File: src/rtl/lfsr_pkg.sv
// ============================================================================
// Module      : lfsr_pkg
// Description : Shared types, constants and the LFSR step function for the
//               range-draw random source.
// Revision    : 1.0 - initial release
// ============================================================================
`default_nettype none

package lfsr_pkg;

    // Draw FSM encoding
    typedef logic [1:0] draw_state_t;
    localparam draw_state_t c_IDLE = 2'd0;
    localparam draw_state_t c_DRAW = 2'd1;
    localparam draw_state_t c_HOLD = 2'd2;

    // Widest LFSR the step function supports
    localparam int unsigned c_LFSR_MAX_W = 64;

    // Feedback masks for a 32-bit register
    localparam logic [31:0] c_TAPS_32_DEFAULT = 32'h8000_0002;
    localparam logic [31:0] c_TAPS_32_MAXLEN  = 32'h8020_0003;

    // Default nonzero seed
    localparam logic [31:0] c_SEED_32_DEFAULT = 32'h00FF_FFFF;

    // One Fibonacci step: shift left, feedback = parity of tapped bits.
    // Callers zero-extend narrower states and truncate the result; the
    // zero upper bits never contribute to the parity.
    function automatic logic [c_LFSR_MAX_W-1:0] lfsr_step(
        input logic [c_LFSR_MAX_W-1:0] state,
        input logic [c_LFSR_MAX_W-1:0] taps
    );
        return {state[c_LFSR_MAX_W-2:0], ^(state & taps)};
    endfunction

endpackage

`default_nettype wire

File: src/rtl/lfsr_core.sv
// ============================================================================
// Module      : lfsr_core
// Description : Free-running LFSR state register with seed reload and
//               recovery from the all-zero lockup state.
// Revision    : 1.0 - initial release
// ============================================================================
`default_nettype none

module lfsr_core
    import lfsr_pkg::*;
#(
    parameter int unsigned      WIDTH = 32,
    parameter logic [WIDTH-1:0] TAPS  = WIDTH'(c_TAPS_32_DEFAULT),
    parameter logic [WIDTH-1:0] SEED  = WIDTH'(c_SEED_32_DEFAULT)
) (
    input  logic             clock,
    input  logic             reset,
    input  logic             i_enable,
    input  logic             i_seed_load,
    input  logic [WIDTH-1:0] i_seed_in,
    output logic [WIDTH-1:0] o_state
);

    logic [WIDTH-1:0] r_state;

    // Seed load beats zero recovery, which beats the normal advance
    always_ff @(posedge clock) begin
        if (reset) begin
            r_state <= SEED;
        end else if (i_seed_load) begin
            r_state <= (i_seed_in != '0) ? i_seed_in : SEED;
        end else if (r_state == '0) begin
            r_state <= SEED;
        end else if (i_enable) begin
            r_state <= WIDTH'(lfsr_step(c_LFSR_MAX_W'(r_state), c_LFSR_MAX_W'(TAPS)));
        end
    end

    assign o_state = r_state;

endmodule

`default_nettype wire

File: src/rtl/lfsr_range_draw.sv
// ============================================================================
// Module      : lfsr_range_draw
// Description : Turns an LFSR into handshaked draws in [0, RANGE) using
//               bounded rejection sampling with a deterministic fallback and
//               an optional no-immediate-repeat rule.
// Revision    : 1.0 - initial release
// ============================================================================
`default_nettype none

module lfsr_range_draw
    import lfsr_pkg::*;
#(
    parameter int unsigned      WIDTH     = 32,
    parameter logic [WIDTH-1:0] TAPS      = WIDTH'(c_TAPS_32_DEFAULT),
    parameter logic [WIDTH-1:0] SEED      = WIDTH'(c_SEED_32_DEFAULT),
    parameter int unsigned      RANGE     = 9,
    parameter int unsigned      OUT_W     = 4,
    parameter int unsigned      MAX_TRIES = 8,
    parameter bit               NO_REPEAT = 1'b0
) (
    input  logic             clock,
    input  logic             reset,
    input  logic             enable,
    input  logic             seed_load,
    input  logic [WIDTH-1:0] seed_in,
    input  logic             req,
    input  logic             ack,
    output logic             valid,
    output logic [OUT_W-1:0] value,
    output logic             busy,
    output logic [WIDTH-1:0] state_out
);

    localparam int unsigned       c_TRIES_W      = $clog2(MAX_TRIES + 1);
    localparam int unsigned       c_TRIES_LAST_I = MAX_TRIES - 1;
    localparam logic [c_TRIES_W-1:0] c_TRIES_LAST = c_TRIES_LAST_I[c_TRIES_W-1:0];
    localparam logic [c_TRIES_W-1:0] c_TRIES_MAX  = MAX_TRIES[c_TRIES_W-1:0];
    // One extra bit so RANGE == 2**OUT_W is representable
    localparam logic [OUT_W:0]    c_RANGE        = RANGE[OUT_W:0];

    logic [WIDTH-1:0]     w_state;
    logic [OUT_W-1:0]     w_cand;
    logic [OUT_W:0]       w_last_inc;
    logic [OUT_W-1:0]     w_fallback;
    logic                 w_accept;

    draw_state_t          r_fsm;
    logic                 r_valid;
    logic                 r_busy;
    logic [OUT_W-1:0]     r_value;
    logic [OUT_W-1:0]     r_last;
    logic [c_TRIES_W-1:0] r_tries;

    lfsr_core #(
        .WIDTH (WIDTH),
        .TAPS  (TAPS),
        .SEED  (SEED)
    ) u_core (
        .clock       (clock),
        .reset       (reset),
        .i_enable    (enable),
        .i_seed_load (seed_load),
        .i_seed_in   (seed_in),
        .o_state     (w_state)
    );

    // Candidate qualification and the wrap-around fallback, which always
    // differs from the previous draw and therefore also honours NO_REPEAT
    always_comb begin
        w_cand     = w_state[OUT_W-1:0];
        w_last_inc = {1'b0, r_last} + {{OUT_W{1'b0}}, 1'b1};
        w_fallback = (w_last_inc == c_RANGE) ? '0 : w_last_inc[OUT_W-1:0];
        w_accept   = ({1'b0, w_cand} < c_RANGE) && (!NO_REPEAT || (w_cand != r_last));
    end

    // Draw FSM: IDLE waits for req, DRAW samples on enabled cycles, HOLD
    // presents the value until ack
    always_ff @(posedge clock) begin
        if (reset) begin
            r_fsm   <= c_IDLE;
            r_valid <= 1'b0;
            r_busy  <= 1'b0;
            r_value <= '0;
            r_last  <= '0;
            r_tries <= '0;
        end else begin
            case (r_fsm)
                c_IDLE: begin
                    if (req) begin
                        r_fsm   <= c_DRAW;
                        r_busy  <= 1'b1;
                        r_tries <= '0;
                    end
                end
                c_DRAW: begin
                    if (enable) begin
                        if (w_accept) begin
                            r_value <= w_cand;
                            r_last  <= w_cand;
                            r_valid <= 1'b1;
                            r_fsm   <= c_HOLD;
                        end else if (r_tries >= c_TRIES_LAST) begin
                            r_value <= w_fallback;
                            r_last  <= w_fallback;
                            r_valid <= 1'b1;
                            r_fsm   <= c_HOLD;
                            r_tries <= c_TRIES_MAX;
                        end else begin
                            r_tries <= r_tries + c_TRIES_W'(1);
                        end
                    end
                end
                c_HOLD: begin
                    if (ack) begin
                        r_valid <= 1'b0;
                        r_busy  <= 1'b0;
                        r_fsm   <= c_IDLE;
                    end
                end
                default: begin
                    r_valid <= 1'b0;
                    r_busy  <= 1'b0;
                    r_fsm   <= c_IDLE;
                end
            endcase
        end
    end

    assign valid     = r_valid;
    assign value     = r_value;
    assign busy      = r_busy;
    assign state_out = w_state;

endmodule

`default_nettype wire

File: config.mk
export PLATFORM = sky130hd
export DESIGN_NAME = lfsr_range_draw
export DESIGN_NICKNAME = d
export VERILOG_FILES = /design/src/rtl/lfsr_pkg.sv /design/src/rtl/lfsr_core.sv /design/src/rtl/lfsr_range_draw.sv
export SDC_FILE = /design/constraint.sdc
export NUM_CORES = 1
export LEC_CHECK = 0
export ABC_AREA = 1
export CAP_MARGIN = 20
export CELL_PAD_IN_SITES_DETAIL_PLACEMENT = 0
export CELL_PAD_IN_SITES_GLOBAL_PLACEMENT = 1
export CORE_MARGIN = 1.5
export CORE_UTILIZATION = 33
export CTS_BUF_LIST = sky130_fd_sc_hd__clkbuf_16
export DETAILED_ROUTE_END_ITERATION = 8
export GPL_TIMING_DRIVEN = 0
export PLACE_DENSITY_LB_ADDON = 0.12
export SYNTH_ARGS = -nofsm -noshare
export SYNTH_HDL_FRONTEND = slang
export SYNTH_SLANG_ARGS = --single-unit
File: constraint.sdc
create_clock -name clock -period 1.5 [get_ports clock]
set_input_delay 0.225 -clock clock [delete_from_list [all_inputs] [get_ports clock]]
set_output_delay 0.225 -clock clock [all_outputs]
set_load 0.01 [all_outputs]
; ---- After elaboration in Yosys (flattened, before gate mapping)
; Cells that the tools add are included.
[word_totals]
register_bits = 44
latchBits = 0
ramBits = 0
rom_bits = 0
in_bits = 38
out_inout_bits = 38
wordCells = 57
memories = 0
[op_classes]
n_addsub = 2
n_mul = 0
div_mod_pow = 0
magnitude_cmp = 2
eq_ne = 8
shift = 0
n_mux = 25
bitwise = 2
n_reduce_logical = 12
[op_table]
columns = operator, count
row1 = two-way mux 32 bit, 4
row2 = parity 64 bit, 1
row3 = zero test 32 bit, 1
row4 = nonzero test 32 bit, 1
row5 = two-way mux 4 bit, 7
row6 = AND reduction 4 bit, 3
row7 = two-way mux 2 bit, 5
row8 = "inequality test 2 bit, second input constant", 4
row9 = one-hot mux 4 bit (2 select lines), 1
row10 = one-hot mux 1 bit (3 select lines), 2
row11 = one-hot mux 2 bit (3 select lines), 1
row12 = AND reduction 3 bit, 2
row13 = "adder 4 x 1 -> 5 bit, second input constant", 1
row14 = "== test 5 x 4 -> 1 bit, second input constant", 1
row15 = two-way mux 1 bit, 5
row16 = "adder 4 x 1 -> 4 bit, second input constant", 1
row17 = ">= comparator 4 x 3 -> 1 bit, second input constant", 1
row18 = "< comparator 4 bit, second input constant", 1
row19 = nonzero test 2 bit, 2
row20 = "inequality test 3 bit, second input constant", 1
row21 = nonzero test 3 bit, 1
row22 = "== test 2 x 1 -> 1 bit, second input constant", 1
row23 = "== test 2 bit, second input constant", 1
row24 = zero test 2 bit, 1
row25 = NOT 1 bit, 2

; ---- Depth between registers and ports, before layout
; Gate-level depths: netlist (run 1).
[depth]
depth_word = 5
ltp_mapped = 11
mapped_depth_nobuf = 10

; ---- Modules after synthesis
; Synthesis (run 1) repeated with hierarchy kept, for this count alone.
[unflattened]
hier_cells = 468
area_unflattened_um2 = 2860.2
[modules_own_cells]
columns = mod, instances, cells_per_inst, area_each_um2, seq_area_each_um2
row1 = lfsr_core, 1, 365, 2169.6, 640.6
row2 = lfsr_range_draw, 1, 103, 690.7, 240.2

; ---- Worst setup path before layout (run 1)
; Ideal clock, no wire load.
[synth_timing]
path_kind = register to register
start = reg u_core.r_state[2] (netlist: u_core.o_state[2])
end = reg u_core.r_state[3] (netlist: u_core.o_state[3])
setup_ps = 112
arrival_time_ps = 1205
required_ps = 1388
setup_slack_ps = 183
stages_incl_launch_ff = 12
path_buffers = 1
path_cell_list = dfxtp_1 nor2_1 nand2_1 nor2_2 nand2_2 inv_2 nand2_4 buf_12 nand3_1 nand2_1 inv_1 nand2_1
[synth_via]
elab_chain_cells = 3
elab_cells_between_ends = 5
cone_classes = mux (3) / reduce/logical (2)
[synth_rtl]
columns = item, line
row1 = start: declaration, lfsr_core.sv:24  ; logic [WIDTH-1:0] r_state;
row2 = start signal: assignment, lfsr_core.sv:31  ; r_state <= (i_seed_in != '0) ? i_seed_in : SEED;
row3 = start signal: assignment, lfsr_core.sv:35  ; r_state <= WIDTH'(lfsr_step(c_LFSR_MAX_W'(r_state), c_LFSR_MAX_W'(TAPS)));
row4 = zero test 32 bit or two-way mux 32 bit (tied branches), "lfsr_core.sv:32, lfsr_core.sv:34"
row5 = two-way mux 32 bit, lfsr_core.sv:32  ; end else if (r_state == '0) begin
row6 = two-way mux 32 bit, lfsr_core.sv:30  ; end else if (i_seed_load) begin
; Parallel ways exist; a longest one is shown, timed or not. The select of a mux whose other input is x is not followed.
; A chain may end at the register's enable or synchronous reset.

; ---- Worst setup path in the final report (run 1)
[layout_timing]
start = reg u_core.r_state[10] (netlist: u_core.o_state[10])
end = out state_out[10]
[layout_rtl]
columns = item, line
row1 = end: declaration, lfsr_range_draw.sv:31  ; output logic [WIDTH-1:0] state_out
; No word-level cell between the ends.

==> impl_metrics.env, run 1 <==
export IMPL_critPathCaptureType="output port"
export IMPL_core_area_um2=8340
export IMPL_grt_max_degree=16
export IMPL_drive_gt1_share_pct=16.3
export IMPL_cts_buffer_depth=2
export IMPL_ys_top_cells_by_area="dfxtp_1 (31%), nand2_1 (24%), inv_1 (8.3%)"
export IMPL_gp_congestion=0.829
export IMPL_worst_path_buf_inv=1
export IMPL_slew_headroom_pct=60.5
export IMPL_wl_per_cell_um=12.4
export IMPL_synth_distinct_cells=28
export IMPL_worst_slack_ns=0.0266
export IMPL_root_buffer="clkbuf_16"
export IMPL_fin_skew_ns=0.00681
export IMPL_pre_cts_slack_ns=-0.423
export IMPL_grt_pass1_vias=2993
export IMPL_finalCritPeriodShare_pct=98.2
export IMPL_synth_top_cell_area_share_pct=30.5
export IMPL_die_y_um=96.5
export IMPL_grt_pass1_wl_um=13800
export IMPL_cp_arrival_ns=1.25
export IMPL_post_dp_hpwl_um=6370
export IMPL_cpMaxStageDelayCell="clkdlybuf4s50_1"
export IMPL_grt_setup_unrepaired="yes"
export IMPL_combPwrFrac_pct=23.7
export IMPL_maxCapViolations=0
export IMPL_overflow=0
export IMPL_cts_tree="yes"
export IMPL_antenna_left=0
export IMPL_clk_pin_slew_ns=0.06
export IMPL_clk_latency_ns=0.29
export IMPL_first_iter_violations=109
export IMPL_ir_worst_vdd_uv=387
export IMPL_fmax_ghz=0.679
export IMPL_critical_path_startpoint_type="flip-flop"
export IMPL_syn_area_um2=2890
export IMPL_most_common_layout_cells="nand2_1 (179), clkdlybuf4s50_1 (68), inv_1 (60)"
export IMPL_status="finished clean"
export IMPL_crit_required_ns=1.27
export IMPL_ios=76
export IMPL_power_leakage_nw=2.05
export IMPL_syn_inst=484
export IMPL_layout_commonest_cell="nand2_1"
export IMPL_p_sw_uw=968
export IMPL_diodes=0
export IMPL_seqPwrFrac_pct=42.1
export IMPL_cpPeakStageDelay_ns=0.57
export IMPL_slew_viol_final=0
export IMPL_num_vias=3104
export IMPL_worstHoldPathType="input pin to flip-flop"
export IMPL_power_internal_mw=2.25
export IMPL_path_max_fanout=4
export IMPL_yosys_warnings=0
export IMPL_ys_seq_area_share_pct=30.5
export IMPL_critPathKind="flip-flop to output port"
export IMPL_rows=33
export IMPL_syn_nets=525
export IMPL_worst_pin_slew_ns=0.592
export IMPL_final_min_clock_period_ns=1.47
export IMPL_path_delay_family="buffers and inverters"
export IMPL_n_fill_cell=902
export IMPL_setup_violations=0
export IMPL_area_delta_synth_final_pct=41.0
export IMPL_nets=609
export IMPL_grt_usage_pct=19.0
export IMPL_fin_util_pct=48.8
export IMPL_antenna_found_initial=0
export IMPL_wl_um=8360
export IMPL_synth_area_per_cell_um2=5.96
export IMPL_power_share_clock_pct=34.2
export IMPL_hold_viol_final=0
export IMPL_cts_made_buffers=5
export IMPL_drc=0
export IMPL_hold_worst_slack_ns=0.407
export IMPL_dr_pass1_iters=4
export IMPL_die_area_um2=9320
export IMPL_cts_sinks=44
export IMPL_synth_seq_cells=44
export IMPL_swShare_pct=30.1
export IMPL_initial_core_util_pct=34.6
export IMPL_port_buffers=74
export IMPL_die_w_um=96.5
export IMPL_synth_top_cell_by_area="dfxtp_1"
export IMPL_crit_chain="clkdlybuf4s50_1"
export IMPL_power_density_nw_per_um2=791
export IMPL_cts_max_level=2
export IMPL_vias_per_cell=4.61
export IMPL_total_power_mw=3.22
## state kept, by name, summed over array words and instances, names as in the netlist
register / count
u_core.o_state: 32
r_last: 4
valid: 1
r_fsm: 2
busy: 1
r_tries: 4
## per-layer routing
metal / global-route usage, % / vias to the layer above / part of all wire [%]
met1: 25.2 / 1385 / 48
met4: 4.83 / 0 / 0.95
met2: 32.1 / 64 / 46
met3: 3.05 / 7 / 4.3
met5: 0 / - / 0
li1: - / 1648 / -
## synth_stat cells
master,n
nand2_1,183
inv_1,64
nor2_1,51
nand3_1,45
dfxtp_1,44
a21oi_1,18
nand3_2,13
o21ai_0,13
clkbuf_1,8
clkinv_1,6
buf_2,5
nand4_1,4
nor3_1,4
ha_1,3
nor2_2,3
nor2_4,3
buf_12,2
buf_4,2
buf_6,2
o21ai_2,2
xnor2_1,2
a21boi_0,1
inv_2,1
nand2_2,1
nand2_4,1
o21a_1,1
or2_0,1
xor2_1,1
## per-stage QoR
stage	TNS, ns	cells	area [um2]
after floorplan	0	484	2890
after global placement	-9.95	663	3760
after detailed placement	-9.93	663	3760
after CTS	0	671	3920
after global routing	-0.122	674	4070
final	0	674	4070
## power groups by stage
stage / clock network (mW) / logic [mW] / registers, mW
global placement: 0 / 0.740 / 1.37
floorplan: 0 / 0.386 / 1.38
global route: 1.19 / 0.863 / 1.37
finish: 1.10 / 0.763 / 1.35
CTS: 1.14 / 0.749 / 1.34
detailed placement: 0 / 0.744 / 1.37
## kinds of logic after synthesis
| family | Yosys count | synth area share [%] |
|---|---|---|
| compound gates | 35 | 6.50 |
| fa+ha+maj | 3 | 1.30 |
| flops | 44 | 30.5 |
| buf+inv | 90 | 13.8 |
| xor+xnor | 3 | 0.910 |
| simple gates | 309 | 46.9 |
## cell type report
type                            instances  area (um2)  area share [%]
Buffer                                 19         158            3.87
Clock buffer                            5         125            3.08
Clock inverter                          3        23.8           0.584
Inverter                               71         267            6.55
Multi-Input combinational cell        350        1670            41.0
Sequential cell                        44         920            22.6
Tap cell                              105         131            3.23
Timing Repair Buffer                   77         778            19.1
## final timing paths
| kind | slack (ns) | end | start | cells past startpoint |
|---|---|---|---|---|
| worst max register to register | 0.08 | u_core.o_state[0] | u_core.o_state[2] | 11 |
| worst min register to register | 0.48 | valid | valid | 2 |
| worst max-delay path | 0.03 | state_out[10] | u_core.o_state[10] | 1 |
| worst min-delay path | 0.41 | u_core.o_state[10] | enable | 5 |
## timing repair
action                                  CTS  global route
hold buffers                              0             0
endpoints found under the setup margin   34            58
pin swaps                                 0             6
resized for setup                        10            65
buffers inserted                          0             3
Power figures use the tool's default switching activity.
==> run 2: changes to the inputs <==
--- a/config.mk
+++ b/config.mk
@@ -6,11 +6,10 @@
 export NUM_CORES = 1
 export LEC_CHECK = 0
 export ABC_AREA = 1
-export CAP_MARGIN = 20
 export CELL_PAD_IN_SITES_DETAIL_PLACEMENT = 0
 export CELL_PAD_IN_SITES_GLOBAL_PLACEMENT = 1
 export CORE_MARGIN = 1.5
-export CORE_UTILIZATION = 33
+export CORE_UTILIZATION = 36
 export CTS_BUF_LIST = sky130_fd_sc_hd__clkbuf_16
 export DETAILED_ROUTE_END_ITERATION = 8
 export GPL_TIMING_DRIVEN = 0
==> constraint.sdc (replaced) <==
create_clock -name clock -period 1.78 [get_ports clock]
set_input_delay 0.267 -clock clock [delete_from_list [all_inputs] [get_ports clock]]
set_output_delay 0.267 -clock clock [all_outputs]
set_load 0.01 [all_outputs]
==> run 2 against run 1 <==
Against the previous run: final area decreased by 4.0%; first-iteration DRC count decreased by 0.92%; cell count decreased by 0.89%; register-to-register slack improved by 0.16 ns; critical path type unchanged.
==> impl_metrics.env, run 2 (synthesized netlist as in run 1, its figures left out) <==
export IMPL_maxCapViolations=0
export IMPL_path_max_fanout=8
export IMPL_finalCritPeriodShare_pct=91.3
export IMPL_power_internal_mw=1.88
export IMPL_cpPeakStageDelay_ns=0.59
export IMPL_num_vias=3098
export IMPL_rr_worst_depth=9
export IMPL_post_dp_hpwl_um=5960
export IMPL_hold_start="enable"
export IMPL_area_delta_synth_final_pct=35.3
export IMPL_die_y_um=92.5
export IMPL_initial_core_util_pct=37.4
export IMPL_grt_max_degree=16
export IMPL_swShare_pct=30.0
export IMPL_hold_depth=5
export IMPL_slew_viol_final=0
export IMPL_cts_sinks=44
export IMPL_clk_pin_slew_ns=0.07
export IMPL_status="finished clean"
export IMPL_die_area_um2=8560
export IMPL_overflow=0
export IMPL_hold_viol_final=0
export IMPL_nets=606
export IMPL_crit_start="u_core.o_state[3]"
export IMPL_wl_per_cell_um=11.8
export IMPL_critPathKind="flip-flop to output port"
export IMPL_r2r_setup_slack_ns=0.24
export IMPL_path_delay_family="buffers and inverters"
export IMPL_cts_max_level=2
export IMPL_grt_pass1_wl_um=13400
export IMPL_first_iter_violations=108
export IMPL_drive_gt1_share_pct=7.95
export IMPL_clk_latency_ns=0.29
export IMPL_antenna_found_initial=0
export IMPL_worst_pin_slew_ns=0.534
export IMPL_slew_headroom_pct=64.4
export IMPL_post_place_cells=660
export IMPL_drc=0
export IMPL_cp_arrival_ns=1.36
export IMPL_vias_per_cell=4.64
export IMPL_root_buffer="clkbuf_16"
export IMPL_cpMaxStageDelayCell="clkdlybuf4s50_1"
export IMPL_crit_chain="clkdlybuf4s50_1"
export IMPL_cts_buffer_depth=2
export IMPL_critPathCaptureType="output port"
export IMPL_seqPwrFrac_pct=41.9
export IMPL_combPwrFrac_pct=23.1
export IMPL_worstHoldPathType="input pin to flip-flop"
export IMPL_cts_tree="yes"
export IMPL_setup_tns_final_ns=0
export IMPL_fin_skew_ns=0.00792
export IMPL_wl_um=7860
export IMPL_cts_hold_buffers=0
export IMPL_critical_path_startpoint_type="flip-flop"
export IMPL_timing_rr_start="u_core.o_state[3]"
export IMPL_fin_cells=668
export IMPL_ios=76
export IMPL_diodes=0
export IMPL_port_buffers=74
export IMPL_grt_pass1_vias=2865
export IMPL_cts_made_buffers=5
export IMPL_grt_usage_pct=19.4
export IMPL_holdPathEnd="u_core.o_state[10]"
export IMPL_largest_reg_flops=32
export IMPL_power_leakage_nw=1.96
export IMPL_gp_congestion=0.799
export IMPL_power_density_nw_per_um2=689
export IMPL_rows=32
export IMPL_p_sw_uw=808
export IMPL_power_share_clock_pct=35.0
export IMPL_dr_pass1_iters=5
export IMPL_layout_commonest_cell="nand2_1"
export IMPL_setup_violations=0
export IMPL_core_area_um2=7730
export IMPL_crit_required_ns=1.51
export IMPL_hold_worst_slack_ns=0.423
export IMPL_worst_path_buf_inv=1
export IMPL_fmax_ghz=0.615
export IMPL_ir_worst_vdd_uv=376
export IMPL_most_common_layout_cells="nand2_1 (183), clkdlybuf4s50_1 (74), inv_1 (64)"
export IMPL_final_min_clock_period_ns=1.63
export IMPL_die_w_um=92.5
export IMPL_grt_setup_unrepaired="no"
export IMPL_antenna_left=0
export IMPL_r2r_end="u_core.o_state[25]"
==> run 2: layer usage <==
metal / global-route usage (%) / share of wire (%) / up-vias / routed length (um)
met1: 26.3 / 50 / 1392 / 3910
met3: 2.55 / 4.3 / 4 / 337
li1: - / - / 1638 / -
met5: 0 / 0 / - / 0
met4: 5.77 / 0.67 / 0 / 53
met2: 31.9 / 45 / 64 / 3560
==> run 2: repair_timing <==
action / in CTS / in global routing
gates resized for setup: 0 / 4
setup endpoints to repair: 0 / 11
endpoints found under the hold margin: 0 / 0
buffers inserted: 0 / 0
==> run 2: worst max path at each step <==
stage | slack, ns | endpoint | cells after the start
after CTS | 0.11 | u_core.o_state[16] | 9
after floorplan | 0.46 | u_core.o_state[3] | 11
final | 0.15 | state_out[3] | 1
after detailed placement | -0.20 | u_core.o_state[16] | 9
after global placement | -0.19 | u_core.o_state[16] | 9
after global routing | 0.04 | u_core.o_state[0] | 6
==> run 2: stage by stage <==
| step | power [mW] | utilization [%] | area (um2) | setup WS (ns) |
|---|---|---|---|---|
| after detailed placement | 1.77 | 48.6 | 3750 | -0.195 |
| after global placement | 1.77 | 48.6 | 3750 | -0.187 |
| after CTS | 2.72 | 50.5 | 3900 | 0.111 |
| final | 2.69 | 50.6 | 3910 | 0.154 |
| after floorplan | 1.49 | - | 2890 | 0.463 |
| after global routing | 2.85 | 50.6 | 3910 | 0.0380 |
==> run 2: area by class of cell <==
cell class	instances	area, um2
sequential	44	881
buffer	19	135
tap	102	128
clock inverter	3	23.8
multi-input combinational	350	1610
timing repair buffer	74	741
fill	811	3820
inverter	71	267
clock buffer	5	125
==> run 2: power groups by stage <==
stage          combinational, mW  clock (mW)  sequential [mW]
3_5_place_dp               0.624           0             1.15
4_1_cts                    0.627       0.966             1.13
5_1_grt                    0.710       0.997             1.14
6_report                   0.622       0.941             1.13
2_1_floorplan              0.326           0             1.16
3_3_place_gp               0.621           0             1.15
==> run 3: changes to the inputs <==
--- a/config.mk
+++ b/config.mk
@@ -12,7 +12,6 @@
 export CORE_UTILIZATION = 36
 export CTS_BUF_LIST = sky130_fd_sc_hd__clkbuf_16
 export DETAILED_ROUTE_END_ITERATION = 8
-export GPL_TIMING_DRIVEN = 0
 export PLACE_DENSITY_LB_ADDON = 0.12
 export SYNTH_ARGS = -nofsm -noshare
 export SYNTH_HDL_FRONTEND = slang
==> run 3 against run 2 <==
Against the previous run: sequential power barely moved; sequential share of layout area is 0.39 points lower; cell count fell by 0.60%; first-iteration DRC count grew 25%; register-to-register slack improved by 0.02 ns; power rose by 4.1%; critical path type unchanged; largest cell class unchanged; largest power group unchanged.
==> impl_metrics.env, run 3 (synthesized netlist as in run 1, its figures left out) <==
export IMPL_status="finished clean"
export IMPL_hold_viol_final=0
export IMPL_vias_per_cell=4.67
export IMPL_setup_violations=0
export IMPL_largest_reg_flops=32
export IMPL_timing_rr_start="u_core.o_state[3]"
export IMPL_critical_path_startpoint_type="flip-flop"
export IMPL_initial_core_util_pct=37.4
export IMPL_crit_required_ns=1.51
export IMPL_dr_pass1_iters=4
export IMPL_fin_util_pct=51.4
export IMPL_cts_buffer_depth=2
export IMPL_cts_hold_buffers=0
export IMPL_worst_slack_ns=0.174
export IMPL_overflow=0
export IMPL_r2r_end="u_core.o_state[11]"
export IMPL_n_fill_cell=791
export IMPL_grt_setup_unrepaired="no"
export IMPL_ir_worst_vdd_uv=360
export IMPL_wl_per_cell_um=11.8
export IMPL_place_area_um2=3810
export IMPL_diodes=0
export IMPL_path_delay_family="buffers and inverters"
export IMPL_grt_max_degree=33
export IMPL_rows=32
export IMPL_cpPeakStageDelay_ns=0.59
export IMPL_cpMaxStageDelayCell="clkdlybuf4s50_1"
export IMPL_most_common_layout_cells="nand2_1 (183), clkdlybuf4s50_1 (75), inv_1 (64)"
export IMPL_path_max_fanout=8
export IMPL_nets=602
export IMPL_antenna_left=0
export IMPL_finalCritPeriodShare_pct=90.2
export IMPL_clk_pin_slew_ns=0.06
export IMPL_setup_tns_final_ns=0
export IMPL_rr_worst_depth=10
export IMPL_drc=0
export IMPL_root_buffer="clkbuf_16"
export IMPL_fmax_ghz=0.623
export IMPL_slew_viol_final=0
export IMPL_cts_tree="yes"
export IMPL_crit_chain="clkdlybuf4s50_1"
export IMPL_power_leakage_nw=1.99
export IMPL_worstHoldPathType="flip-flop to flip-flop"
export IMPL_maxCapViolations=0
export IMPL_slew_headroom_pct=78.4
export IMPL_postCtsSetupBuffers=0
export IMPL_die_area_um2=8560
export IMPL_grt_pass1_vias=2839
export IMPL_num_vias=3099
export IMPL_post_dp_hpwl_um=5690
export IMPL_drive_gt1_share_pct=7.83
export IMPL_area_delta_synth_final_pct=37.7
export IMPL_first_iter_violations=135
export IMPL_ios=76
export IMPL_cp_arrival_ns=1.34
export IMPL_cts_made_buffers=5
export IMPL_worst_path_stages=1
export IMPL_clk_latency_ns=0.28
export IMPL_worst_pin_slew_ns=0.321
export IMPL_hold_depth=2
export IMPL_total_power_mw=2.80
export IMPL_critPathKind="flip-flop to output port"
export IMPL_final_min_clock_period_ns=1.61
export IMPL_layout_commonest_cell="nand2_1"
export IMPL_gp_congestion=0.836
export IMPL_finalInstanceArea_um2=3980
export IMPL_r2r_setup_slack_ns=0.26
export IMPL_power_density_nw_per_um2=705
export IMPL_core_area_um2=7730
export IMPL_pre_cts_slack_ns=0.0746
export IMPL_cts_sinks=44
export IMPL_antenna_found_initial=0
export IMPL_critPathCaptureType="output port"
export IMPL_cts_max_level=2
export IMPL_die_y_um=92.5
export IMPL_wl_um=7800
export IMPL_worst_path_buf_inv=1
export IMPL_port_buffers=75
export IMPL_grt_pass1_wl_um=13200
export IMPL_ctsResizeCount=0
export IMPL_grt_usage_pct=19.1
export IMPL_hold_start="busy"
export IMPL_die_w_um=92.5
export IMPL_holdPathEnd="busy"
export IMPL_fin_skew_ns=0.00520
run 3: worst max-delay path by stage:
stage | startpoint | to | slack [ns]
floorplan | u_core.o_state[2] | u_core.o_state[3] | 0.46
global placement | seed_load | u_core.o_state[23] | 0.01
detailed placement | seed_load | u_core.o_state[23] | 0.07
CTS | u_core.o_state[3] | state_out[3] | 0.15
global route | u_core.o_state[31] | u_core.o_state[11] | 0.03
finish | u_core.o_state[3] | state_out[3] | 0.17
run 3: power breakdown:
part | internal, mW | switching (mW)
logic | 0.329 | 0.316
registers | 1.05 | 0.0756
clock network | 0.653 | 0.374
total | 2.03 | 0.766
run 3: cell type report:
| cell class | instances | area (um2) | area share (%) |
|---|---|---|---|
| flip-flops and latches | 44 | 881 | 22.2 |
| well taps | 102 | 128 | 3.21 |
| clock inverters | 3 | 37.5 | 0.944 |
| clock buffers | 5 | 125 | 3.15 |
| multi-input cells | 350 | 1610 | 40.4 |
| inverters | 71 | 267 | 6.70 |
| repair buffers | 89 | 931 | 23.4 |
run 3: routing by layer:
layer / vias to the layer above / share of wire, % / track usage, %
li1: 1631 / - / -
met1: 1389 / 49 / 25.3
met2: 71 / 46 / 31.4
met3: 8 / 4.5 / 4.11
met4: 0 / 1.3 / 5.00
met5: - / 0 / 0
run 3: stage by stage:
step                cells  hold slack (ns)
finish                664            0.477
global placement      656            0.458
CTS                   664            0.478
global route          664            0.520
detailed placement    656            0.469
floorplan             484            0.438
run 3: tightest hold or removal path: stages, from the launching register on:
cell and delay, ns:
dfxtp_1 0.31, o21ai_0 0.07, a21oi_1 0.06
